===== config.mk =====
export PLATFORM = sky130hd
export DESIGN_NAME = seg7_scan_mux
export DESIGN_NICKNAME = d
export VERILOG_FILES = /design/src/rtl/seg7_pkg.sv /design/src/rtl/seg7_blink_timer.sv /design/src/rtl/seg7_scan_mux.sv
export SDC_FILE = /design/constraint.sdc
export NUM_CORES = 1
export LEC_CHECK = 0
export ABC_AREA = 1
export CAP_MARGIN = 25
export CORE_ASPECT_RATIO = 0.8
export CORE_MARGIN = 3
export CORE_UTILIZATION = 35
export CTS_CLUSTER_SIZE = 14
export DETAILED_ROUTE_END_ITERATION = 6
export GPL_ROUTABILITY_DRIVEN = 0
export PLACE_DENSITY = 0.81
export SLEW_MARGIN = 10
export SYNTH_ARGS = -nofsm -noshare
export SYNTH_HDL_FRONTEND = slang
export SYNTH_SLANG_ARGS = --single-unit

===== constraint.sdc =====
create_clock -name fs -period 1.93 [get_ports fs]
set_input_delay 0.386 -clock fs [delete_from_list [all_inputs] [get_ports fs]]
set_output_delay 0.386 -clock fs [all_outputs]
set_load 0.05 [all_outputs]

===== src/rtl/seg7_pkg.sv =====
`default_nettype none
// +----------------------------------------------------------------------+
// | seg7_pkg : shared seven-segment code table and decode helper          |
// | Rev 1.0                                                               |
// +----------------------------------------------------------------------+
package seg7_pkg;

  localparam logic [6:0] SEG_BLANK = 7'h00;

  // Active-high gfedcba codes, entry 15 first so SEG7_TABLE[n] is digit n.
  localparam logic [15:0][6:0] SEG7_TABLE = {
    7'h71, 7'h79, 7'h5E, 7'h39, 7'h7C, 7'h77, 7'h6F, 7'h7F,
    7'h07, 7'h7D, 7'h6D, 7'h66, 7'h4F, 7'h5B, 7'h06, 7'h3F
  };

  function automatic logic [6:0] seg7_decode(input logic [3:0] nibble);
    return SEG7_TABLE[nibble];
  endfunction

endpackage
`default_nettype wire


===== src/rtl/seg7_blink_timer.sv =====
`default_nettype none
// +----------------------------------------------------------------------+
// | seg7_blink_timer : free-running blink phase generator with restart    |
// | Rev 1.0                                                               |
// +----------------------------------------------------------------------+
module seg7_blink_timer #(
  parameter int BLINK_DIV = 101
) (
  input  logic fs,
  input  logic rst_n,
  input  logic blink_sync,
  output logic blink_off
);

  localparam int            CW         = (BLINK_DIV > 1) ? $clog2(BLINK_DIV) : 1;
  localparam logic [CW-1:0] C_CNT_LAST = CW'(BLINK_DIV - 1);

  logic [CW-1:0] cnt_q, cnt_d;
  logic          blink_off_q, blink_off_d;

  // A restart wins over a terminal-count toggle landing on the same edge.
  always_comb begin
    cnt_d       = cnt_q + CW'(1);
    blink_off_d = blink_off_q;
    if (blink_sync) begin
      cnt_d       = '0;
      blink_off_d = 1'b0;
    end else if (cnt_q == C_CNT_LAST) begin
      cnt_d       = '0;
      blink_off_d = ~blink_off_q;
    end
  end

  always_ff @(posedge fs or negedge rst_n) begin
    if (!rst_n) begin
      cnt_q       <= '0;
      blink_off_q <= 1'b0;
    end else begin
      cnt_q       <= cnt_d;
      blink_off_q <= blink_off_d;
    end
  end

  assign blink_off = blink_off_q;

endmodule
`default_nettype wire


===== src/rtl/seg7_scan_mux.sv =====
`default_nettype none
// +----------------------------------------------------------------------+
// | seg7_scan_mux : multiplexed seven-segment scan driver with blink/dp   |
// | Rev 1.0                                                               |
// +----------------------------------------------------------------------+
module seg7_scan_mux
  import seg7_pkg::*;
#(
  parameter int NUM_DIGITS     = 8,
  parameter int SCAN_DIV       = 1,
  parameter int BLINK_DIV      = 101,
  parameter bit SEG_ACTIVE_LOW = 1'b1,
  parameter bit DIG_ACTIVE_LOW = 1'b1,
  localparam int IW = (NUM_DIGITS > 1) ? $clog2(NUM_DIGITS) : 1
) (
  input  logic                    fs,
  input  logic                    rst_n,
  input  logic [4*NUM_DIGITS-1:0] digits,
  input  logic [NUM_DIGITS-1:0]   dig_en,
  input  logic [NUM_DIGITS-1:0]   blink_mask,
  input  logic [NUM_DIGITS-1:0]   dp_mask,
  input  logic                    blink_sync,
  output logic [NUM_DIGITS-1:0]   led_dig,
  output logic [7:0]              display,
  output logic [IW-1:0]           scan_idx
);

  localparam int                    PW           = (SCAN_DIV > 1) ? $clog2(SCAN_DIV) : 1;
  localparam logic [PW-1:0]         C_PRESC_LAST = PW'(SCAN_DIV - 1);
  localparam logic [IW-1:0]         C_IDX_LAST   = IW'(NUM_DIGITS - 1);
  localparam logic [NUM_DIGITS-1:0] C_DIG_IDLE   = {NUM_DIGITS{DIG_ACTIVE_LOW}};
  localparam logic [7:0]            C_SEG_IDLE   = {8{SEG_ACTIVE_LOW}};

  logic [PW-1:0]         presc_q, presc_d;
  logic [IW-1:0]         scan_idx_q, scan_idx_d;
  logic [NUM_DIGITS-1:0] led_dig_q, led_dig_d;
  logic [7:0]            display_q, display_d;

  logic                  w_blink_off;
  logic [NUM_DIGITS-1:0] w_sel;
  logic [3:0]            w_nib;
  logic                  w_en, w_bm, w_dp, w_blank, w_dp_lit;
  logic [6:0]            w_seg;

  seg7_blink_timer #(
    .BLINK_DIV (BLINK_DIV)
  ) u_blink (
    .fs         (fs),
    .rst_n      (rst_n),
    .blink_sync (blink_sync),
    .blink_off  (w_blink_off)
  );

  // Scan index wraps at NUM_DIGITS so unused binary codes are never visited.
  always_comb begin
    presc_d    = presc_q + PW'(1);
    scan_idx_d = scan_idx_q;
    if (presc_q == C_PRESC_LAST) begin
      presc_d    = '0;
      scan_idx_d = (scan_idx_q == C_IDX_LAST) ? '0 : scan_idx_q + IW'(1);
    end
  end

  always_comb begin
    w_sel = '0;
    w_nib = '0;
    w_en  = 1'b0;
    w_bm  = 1'b0;
    w_dp  = 1'b0;
    for (int i = 0; i < NUM_DIGITS; i++) begin
      if (scan_idx_q == IW'(i)) begin
        w_sel[i] = 1'b1;
        w_nib    = digits[4*i +: 4];
        w_en     = dig_en[i];
        w_bm     = blink_mask[i];
        w_dp     = dp_mask[i];
      end
    end
    w_blank  = ~w_en | (w_bm & w_blink_off);
    w_seg    = w_blank ? SEG_BLANK : seg7_decode(w_nib);
    w_dp_lit = ~w_blank & w_dp;
    // A blanked digit keeps its select asserted so every slot has equal duty.
    led_dig_d = DIG_ACTIVE_LOW ? ~w_sel : w_sel;
    display_d = SEG_ACTIVE_LOW ? ~{w_dp_lit, w_seg} : {w_dp_lit, w_seg};
  end

  always_ff @(posedge fs or negedge rst_n) begin
    if (!rst_n) begin
      presc_q    <= '0;
      scan_idx_q <= '0;
      led_dig_q  <= C_DIG_IDLE;
      display_q  <= C_SEG_IDLE;
    end else begin
      presc_q    <= presc_d;
      scan_idx_q <= scan_idx_d;
      led_dig_q  <= led_dig_d;
      display_q  <= display_d;
    end
  end

  assign led_dig  = led_dig_q;
  assign display  = display_q;
  assign scan_idx = scan_idx_q;

endmodule
`default_nettype wire


==> impl_metrics.py, run 1 <==
metrics = {
    "outcome": {
        "run_status": "finished with violations",
        "violations": "negative setup slack",
    },
    "cts": {
        "hold_buffers": 0,
        "cts.clk_slew.worst_paths_ns": 0.10,
        "h-tree-depth": 1,
        "cts_buffer_depth": 2,
        "cts-buffers-inserted": 3,
        "cts_tree": "built",
        "clock_sinks": 27,
        "clk_latency_ns": 0.27,
        "cts_root_buffer": "clkbuf_8",
    },
    "power_and_ir_drop": {
        "power_density_nw_per_um2": 395,
        "worst_ir_drop_vdd_v": 0.000267,
        "p_leak_nw": 1.57,
        "total_power_w": 0.00131,
    },
    "global_route": {
        "grt_max_degree": 28,
        "antenna_found_initial": 0,
        "grt_overflow": 0,
        "grt.total_usage": 0.182,
        "grt_pass1_vias": 2177,
        "grt_pass1_wl_um": 9810,
    },
    "worst_setup_path": {
        "critical_path_class": "flip-flop to flip-flop",
        "cp-end-kind": "flip-flop",
        "cp.required_ns": 2.13,
        "cp-endpoint": "display[5]",
        "worstSetupStartpoint": "scan_idx[0]",
        "reg2reg_depth": 17,
        "crit_fanout": 6,
        "r2r_end": "display[5]",
        "crit_arrival_ns": 2.35,
        "r2r_setup_slack_ns": -0.22,
        "critPathLaunchType": "flip-flop",
        "r2r_start": "scan_idx[0]",
    },
    "flow_run": {
        "maxCapViolations": 0,
    },
    "route": {
        "drtAntennaViolNets": 0,
        "first_pass_iters": 4,
        "drt-wirelength-per-cell_um": 12.6,
        "drcViolationCount": 0,
        "first_iter_violations": 105,
        "via_per_inst": 4.54,
        "routed_wl_um": 5960,
        "vias": 2150,
    },
    "timing": {
        "relSlewSlack": 0.748,
        "finalHoldViolCount": 0,
        "fmax_mhz": 465,
        "grt_setup_unrepaired": "true",
        "worst_pin_slew_ns": 0.374,
        "setup_ws_ns": -0.219,
        "period_needed_ns": 2.15,
        "slew_viol_final": 0,
        "skew_ns": 0.00484,
        "setup_viol": 7,
        "fin_crit_sh": 1.11,
        "fin_hold_ws_ns": 0.487,
        "finalSetupTns_ns": -1.37,
    },
    "floorplan": {
        "die-area_um2": 6660,
        "core_um2": 5270,
        "fp.dieW_um": 90.5,
        "die_h_um": 73.6,
        "pin_count": 78,
        "rows": 23,
        "start_util": 0.380,
    },
    "finish": {
        "syn2layout_area_growth_pct": 66.3,
        "n_antenna_cell": 0,
        "drive_above_1_share": 0.328,
        "final_net_count": 473,
    },
    "logic_synthesis": {
        "yosys.area.top_type": "dfstp_2",
        "syn_area_um2": 2000,
        "synth_cell_types": 29,
        "ys.flop_type": "dfstp_2",
        "synth_commonest_cells": "nand2_1 (90), inv_1 (44), nand3_1 (38), nor2_1 (31), dfstp_2 (16)",
        "mappedNetlistNets": 366,
        "avgSynthCellArea_um2": 6.82,
        "synth-edff-count": 0,
        "ys_ff_latch": 27,
        "synth_area_leaders": "dfstp_2 (21%), nand2_1 (17%), dfrtp_1 (14%), nand3_1 (9.5%), ha_1 (8.8%)",
        "yosysMostFrequentCell": "nand2_1",
        "seq_area_frac_synth": 0.348,
        "ys_warn_count": 0,
        "synth_top_area_share": 0.210,
        "async_flop_share": 1.00,
        "syn_inst": 293,
    },
    "worst_hold_path": {
        "hold_path.class": "input port to async pin",
    },
    "placement": {
        "dpl.hpwl_um": 4570,
        "io_buffer_count": 77,
    },
}
==> sequential cells by signal, summed over array words and instances, names as in the netlist <==
| register | cells |
|---|---|
| u_blink.blink_off | 1 |
| scan_idx | 3 |
| led_dig | 8 |
| u_blink.cnt_q | 7 |
| display | 8 |
==> kinds of logic (layout without fill, tap and decap cells) <==
family          count (synthesis)  in the layout  synth area share
xor+xnor                        1              1           0.00438
fa+ha+maj                      14             14            0.0876
simple gates                  180            180             0.394
flops                          27             27             0.348
buf+inv                        54            160             0.111
compound gates                 17             17            0.0551
==> what timing repair did <==
item                                    4_1_cts  5_1_grt
resized for setup                            33       15
pin swaps                                    23       17
setup buffers                                 4        1
endpoints found under the setup margin        8        8
==> critical path: stages, from the launching register on <==
cell,delay [ns]
dfrtp_2,0.49
inv_4,0.10
ha_4,0.14
nand2_4,0.05
or2_4,0.24
nand3_2,0.07
nand2_1,0.06
nand2_1,0.07
nand2_1,0.06
nand2_2,0.07
nand2_2,0.07
nand2_4,0.14
inv_4,0.07
ha_4,0.17
nand3_4,0.08
nand2_2,0.05
nand2_1,0.05
nand3_1,0.07
==> area by class of cell <==
class	instances	area [um^2]
Fill cell	449	1940
Multi-Input combinational cell	212	1330
Timing Repair Buffer	107	961
Sequential cell	27	702
Inverter	49	193
Tap cell	75	93.8
Clock buffer	3	41.3
Clock inverter	1	7.51
==> layer usage <==
metal  global-route usage  vias up  part of all wire
met5                    0        -                 0
li1                     -     1114                 -
met3               0.0348        4             0.039
met4               0.0272        0            0.0062
met1                0.218      982              0.44
met2                0.350       50              0.52
==> cell usage in the layout, fill, tap and decap left out, types with 2 or more instances in the layout <==
| cell type | count |
|---|---|
| inv_1 | 39 |
| nand2_4 | 6 |
| nand3_2 | 5 |
| inv_2 | 6 |
| o211ai_1 | 2 |
| nor2_2 | 3 |
| nor2_1 | 29 |
| inv_4 | 3 |
| nand3_1 | 31 |
| ha_4 | 10 |
| a21oi_4 | 2 |
| a21oi_1 | 3 |
| buf_6 | 2 |
| dfrtp_2 | 2 |
| nor3_1 | 4 |
| dfrtp_1 | 8 |
| clkbuf_8 | 3 |
| nand2_1 | 78 |
| nand2_2 | 12 |
| o21ai_0 | 7 |
| clkdlybuf4s50_1 | 58 |
| ha_1 | 3 |
| nand3_4 | 2 |
| dfstp_2 | 16 |
| or2_2 | 5 |
| buf_4 | 45 |
==> per-stage QoR <==
stage | instances | worst slack, ns | utilization | area, um^2
after floorplan | 293 | -0.247 | - | 2070
after global placement | 465 | -0.261 | 0.575 | 3030
after detailed placement | 465 | -0.372 | 0.575 | 3030
after CTS | 472 | -0.161 | 0.617 | 3250
after global routing | 474 | -0.353 | 0.632 | 3330
final | 474 | -0.219 | 0.632 | 3330
==> worst min path at each step <==
stage | to | depth (start not counted) | slack (ns) | startpoint
after global placement | u_blink.cnt_q[0] | 1 | 0.47 | u_blink.cnt_q[0]
final | scan_idx[2] | 2 | 0.49 | rst_n
after detailed placement | u_blink.cnt_q[0] | 1 | 0.48 | u_blink.cnt_q[0]
after CTS | u_blink.cnt_q[0] | 1 | 0.49 | u_blink.cnt_q[0]
after floorplan | scan_idx[0] | 0 | 0.09 | rst_n
after global routing | u_blink.cnt_q[0] | 1 | 0.51 | u_blink.cnt_q[0]
==> power by group <==
group / switching [W] / internal, W / total (W)
registers: 0.0000112 / 0.000599 / 0.000610
logic: 0.000184 / 0.000187 / 0.000371
clock network: 0.000186 / 0.000147 / 0.000333
total: 0.000381 / 0.000932 / 0.00131
No activity file was read; power rests on OpenSTA's default activity.
==> run 2, diff against run 1 <==
- CTS_CLUSTER_DIAMETER: unset -> 80
==> results of run 2 <==
The final DEF is identical to that of run 1; final timing and power are the same.
==> run 3, diff against run 2 <==
- GPL_TIMING_DRIVEN: unset -> 1
==> results of run 3 <==
The final DEF is identical to that of run 1; final timing and power are the same.
